## config.mk

```make
export PLATFORM = sky130hd
export DESIGN_NAME = booth_mult_param
export DESIGN_NICKNAME = d
export VERILOG_FILES = /design/src/rtl/booth_mult_param.sv
export SDC_FILE = /design/constraint.sdc
export NUM_CORES = 1
export LEC_CHECK = 0
export ABC_AREA = 1
export CORE_MARGIN = 3
export CORE_UTILIZATION = 39
export DETAILED_ROUTE_END_ITERATION = 16
export GPL_ROUTABILITY_DRIVEN = 1
export GPL_TIMING_DRIVEN = 0
export HOLD_SLACK_MARGIN = 0.05
export PLACE_DENSITY = 0.66
export SYNTH_ARGS = -nofsm -noshare
export SYNTH_HDL_FRONTEND = slang
export SYNTH_SLANG_ARGS = --single-unit
```

## constraint.sdc

```tcl
create_clock -name clk -period 2.3 [get_ports clk]
set_clock_uncertainty 0.05 [all_clocks]
set_input_delay 0.575 -clock clk [delete_from_list [all_inputs] [get_ports clk]]
set_output_delay 0.575 -clock clk [all_outputs]
set_load 0.005 [all_outputs]
```

## src/rtl/booth_mult_param.sv

```systemverilog
// ----------------------------------------------------------------------------
// booth_mult_param
// Sequential radix-2 Booth multiplier that retires one iteration per clock.
// Operands are widened by one bit so that a single datapath handles both
// two's-complement and unsigned operands:
//   - signed mode sign-extends the operands and runs WIDTH iterations.
//   - unsigned mode zero-extends the operands and runs WIDTH+1 iterations.
// The partial product lives in {A, Q, Q[-1]}. After the final iteration the
// product is copied into a holding register, and done pulses for one cycle.
// ----------------------------------------------------------------------------
module booth_mult_param #(
    parameter int WIDTH = 8
) (
    input  logic                 clk,
    input  logic                 rst_n,
    input  logic                 start,
    input  logic                 signed_mode,
    input  logic [WIDTH-1:0]     multiplicand,
    input  logic [WIDTH-1:0]     multiplier,
    output logic                 ready,
    output logic                 busy,
    output logic                 done,
    output logic [2*WIDTH-1:0]   product
);

    // Internal operand and accumulator width (one guard bit).
    localparam int XW = WIDTH + 1;
    // The counter must be able to hold WIDTH+1 iterations.
    localparam int CW = $clog2(WIDTH + 2);

    typedef enum logic [1:0] {
        ST_IDLE = 2'b00,
        ST_RUN  = 2'b01,
        ST_DONE = 2'b10
    } state_e;

    // Widen an operand to XW bits. Sign-extend only in signed mode.
    function automatic logic [XW-1:0] widen(input logic [WIDTH-1:0] val,
                                            input logic             sgn);
        return {sgn & val[WIDTH-1], val};
    endfunction

    // Pick the product bits out of the final {A, Q} register.
    // Signed mode runs one iteration fewer than unsigned mode. Because of
    // that, the top multiplier bit (the sign copy) is still in Q[0], and the
    // product sits one place higher than in unsigned mode.
    function automatic logic [2*WIDTH-1:0] align_product(input logic [XW-1:0] acc,
                                                         input logic [XW-1:0] mq,
                                                         input logic          sgn);
        logic [2*WIDTH-1:0] res;
        if (sgn) begin
            res = {acc[WIDTH-1:0], mq[XW-1:1]};
        end else begin
            res = {acc[WIDTH-2:0], mq};
        end
        return res;
    endfunction

    state_e             state_q, state_d;
    logic [XW-1:0]      a_q, a_d;
    logic [XW-1:0]      q_q, q_d;
    logic               qm1_q, qm1_d;
    logic [XW-1:0]      m_q, m_d;
    logic [CW-1:0]      cnt_q, cnt_d;
    logic               mode_q, mode_d;
    logic [2*WIDTH-1:0] product_q, product_d;

    logic [XW-1:0]      sum_s;
    logic [XW-1:0]      sh_a_s;
    logic [XW-1:0]      sh_q_s;
    logic               sh_qm1_s;

    // Booth step: add/subtract M based on {Q[0],Q[-1]}, then shift arithmetically.
    always_comb begin
        sum_s = a_q;
        case ({q_q[0], qm1_q})
            2'b01:   sum_s = a_q + m_q;
            2'b10:   sum_s = a_q - m_q;
            default: sum_s = a_q;
        endcase
        {sh_a_s, sh_q_s, sh_qm1_s} = {sum_s[XW-1], sum_s, q_q};
    end

    // Next-state and datapath load/update decisions.
    always_comb begin
        state_d   = state_q;
        a_d       = a_q;
        q_d       = q_q;
        qm1_d     = qm1_q;
        m_d       = m_q;
        cnt_d     = cnt_q;
        mode_d    = mode_q;
        product_d = product_q;
        case (state_q)
            ST_IDLE: begin
                if (start) begin
                    m_d     = widen(multiplicand, signed_mode);
                    q_d     = widen(multiplier, signed_mode);
                    a_d     = '0;
                    qm1_d   = 1'b0;
                    mode_d  = signed_mode;
                    cnt_d   = signed_mode ? CW'(WIDTH) : CW'(WIDTH + 1);
                    state_d = ST_RUN;
                end else begin
                    state_d = ST_IDLE;
                end
            end
            ST_RUN: begin
                a_d   = sh_a_s;
                q_d   = sh_q_s;
                qm1_d = sh_qm1_s;
                cnt_d = cnt_q - CW'(1);
                if (cnt_q == CW'(1)) begin
                    state_d   = ST_DONE;
                    product_d = align_product(sh_a_s, sh_q_s, mode_q);
                end else begin
                    state_d = ST_RUN;
                end
            end
            ST_DONE: begin
                state_d = ST_IDLE;
            end
            default: begin
                state_d = ST_IDLE;
            end
        endcase
    end

    // State and datapath registers. An asynchronous reset clears everything, including the product.
    always_ff @(posedge clk or negedge rst_n) begin
        if (!rst_n) begin
            state_q   <= ST_IDLE;
            a_q       <= '0;
            q_q       <= '0;
            qm1_q     <= 1'b0;
            m_q       <= '0;
            cnt_q     <= '0;
            mode_q    <= 1'b0;
            product_q <= '0;
        end else begin
            state_q   <= state_d;
            a_q       <= a_d;
            q_q       <= q_q == q_d ? q_q : q_d;
            qm1_q     <= qm1_d;
            m_q       <= m_d;
            cnt_q     <= cnt_d;
            mode_q    <= mode_d;
            product_q <= product_d;
        end
    end

    // Handshake outputs are decoded from the state register only.
    always_comb begin
        ready = 1'b0;
        busy  = 1'b0;
        done  = 1'b0;
        case (state_q)
            ST_IDLE: begin
                ready = 1'b1;
            end
            ST_RUN: begin
                busy = 1'b1;
            end
            ST_DONE: begin
                busy = 1'b1;
                done = 1'b1;
            end
            default: begin
                ready = 1'b0;
            end
        endcase
    end

    assign product = product_q;

endmodule

```

==> flow_summary.json <==
{
  "cts_max_path_buffers": 2,
  "postSynthAreaPerCell_um2": 7.810,
  "slew_violations": 0,
  "post-route-min-period_ns": 2.421,
  "grt_pass1_wl_um": 12210,
  "critical_path.most_common_cell": "nand2_2",
  "hold_viol": 0,
  "routed_wl_um": 7335,
  "netlist.area_leader.share": 0.4172,
  "gr-total-overflow": 0,
  "syn_area_um2": 2999,
  "worstSkewPairLatency_ns": 0.31,
  "synthTopCellsByArea": "dfrtp_1, nand2_1, inv_1",
  "synth-seq-cells": 50,
  "critPathBufInv": 1,
  "crit_path_top_delay_cell": "dfrtp_1",
  "cts.clk_slew.worst_paths_ns": 0.10,
  "clockRootBuffer": "clkbuf_8",
  "slew_headroom": 0.6906,
  "numClockSinks": 50,
  "r2r_slack_ns": -0.12,
  "n_antenna_cell": 0,
  "port_buffers": 38,
  "setup_viol": 7,
  "dp_slack_ns": -0.3285,
  "cp_cell_sequence": "nor3_4 -> nor3b_4 -> or2_4 -> xor2_1 -> ha_1 -> nand2_2 -> nand2_2 -> a21oi_2 -> nand2_2 -> inv_2 -> nand2_2 -> nand4_1 -> nand3_1 -> nand2_1 -> nand2_1",
  "path_depth": 15,
  "syn_inst": 384,
  "die_w_um": 93.70,
  "fin_crit_sh": 1.053,
  "fp-row-count": 31,
  "num_vias": 2743,
  "seqCellArea_um2": 1252,
  "wl_per_cell_um": 13.58,
  "place_congestion": 0.8112,
  "hpwl_um": 5346,
  "grtUsageTotal": 0.1729,
  "yosys_warnings": 0,
  "cts_tree": "built",
  "ant_nets": 0,
  "final_cell_mix": "nand2_1, dfrtp_1, inv_1, clkdlybuf4s50_1, o21ai_0",
  "maxCapViolations": 0,
  "critPathRequiredTime_ns": 2.46,
  "grt_pass1_vias": 2623,
  "synth_area_leader_cell": "dfrtp_1",
  "finalNonFillerCells": 540,
  "synthesis.nets": 420,
  "cts_buffers": 5,
  "r2r_start": "m_q[0]",
  "r2r_cells": 15,
  "hp-class": "primary input to asynchronous set/reset pin",
  "areaGrowthSynthToFinish_pct": 31.96,
  "die_area_um2": 8779,
  "tightestPinTransition_ns": 0.4593,
  "die_y_um": 93.70,
  "ys_types": 35,
  "critPathLaunchType": "register",
  "final_layout_size_suffix_gt1_frac": 0.2290,
  "arrival_ns": 2.58,
  "cts_max_level": 2,
  "antenna_found_initial": 0,
  "reg2reg_to": "product[15]",
  "ios": 39,
  "grt_max_degree": 35,
  "drc_errors": 0,
  "nFillCells": 698,
  "setup_ws_ns": -0.1214,
  "drt_iter0_markers": 140,
  "finalSetupTns_ns": -0.4046,
  "timing.hold.ws_ns": 0.1375,
  "max_freq_mhz": 413.0,
  "nets": 476,
  "setup.worst_path.end_class": "register",
  "yosysSeqAreaShare": 0.4172,
  "viasPerCell": 5.080,
  "cp_top_family": "simple AND/OR/NAND/NOR gates",
  "placed_cells": 522,
  "dr.pass1.iters": 4,
  "multi_input_area_um2": 1707,
  "max_stage_delay_ns": 0.44,
  "rsz0062_at_grt": "yes",
  "path_max_fanout": 4,
  "worstSetupPathType": "register to register",
  "start_util": 0.4070,
  "violations": "negative setup slack",
  "layout_commonest_cell": "nand2_1",
  "status": "finished, violations left",
  "fp.coreArea_um2": 7370
}
layer usage:
| metal | wire length, um | part of all wire | global-route usage | up-vias |
|---|---|---|---|---|
| li1 | - | - | - | 1365 |
| met4 | 119 | 0.016 | 0.05174 | 0 |
| met3 | 286 | 0.039 | 0.03045 | 10 |
| met1 | 3425 | 0.47 | 0.2382 | 1322 |
| met5 | 0 | 0 | 0 | - |
| met2 | 3503 | 0.48 | 0.2779 | 46 |
cell families after synthesis:
| group | after synthesis | share of synthesized area |
|---|---|---|
| flops | 50 | 0.4172 |
| xor+xnor | 7 | 0.02044 |
| fa+ha+maj | 16 | 0.06925 |
| compound gates | 86 | 0.1744 |
| buf+inv | 67 | 0.09303 |
| simple gates | 158 | 0.2257 |
per-stage QoR:
step                utilization  area [um2]
detailed placement       0.4774        3518
global placement         0.4754        3503
global route             0.5370        3958
finish                   0.5370        3958
CTS                      0.5155        3799
floorplan                     -        2999
how the worst max path moves through the flow:
| stage | start | end | slack [ns] |
|---|---|---|---|
| after floorplan | q_q[0] | product[14] | 0.007 |
| after global placement | rst_n | cnt_q[2] | -0.95 |
| after detailed placement | m_q[2] | product[15] | -0.33 |
| after CTS | m_q[2] | product[15] | -0.09 |
| after global routing | m_q[0] | product[14] | -0.26 |
| final | m_q[0] | product[15] | -0.12 |
cells in the mapped netlist, drive strengths merged:
cell	instances
nand2	113
dfrtp	50
o21ai	49
a221oi	9
clkbuf	2
fa	1
xor2	7
o22a	1
nand4	1
nand3	17
or2	3
nor3	2
buf	10
nor2	18
a22oi	1
and2	1
nor3b	1
ha	15
o211ai	1
o22ai	7
inv	55
nand3b	2
a21oi	18
registers in the layout, indices dropped and copies added (netlist names):
name,cells
product,16
q_q,9
cnt_q,4
m_q,9
a_q,8
mode_q,1
qm1_q,1
state_q,2
timing repair:
action	4_1_cts	5_1_grt
endpoints found under the setup margin	12	13
setup buffers	6	4
hold buffers	0	0
pin swaps	14	26
gates resized for setup	27	35
final cells by class:
class | instances | share of cell area
clock buffers | 6 | 0.02087
clock inverters | 2 | 0.009801
inverters | 55 | 0.05217
flip-flops and latches | 50 | 0.3165
multi-input cells | 267 | 0.4312
repair buffers | 49 | 0.1198
well taps | 99 | 0.03130
plain buffers | 12 | 0.01834
Power is left out: the tool's default activity adds up to more than one toggle a clock period on the data nets, which glitch-free logic cannot reach.
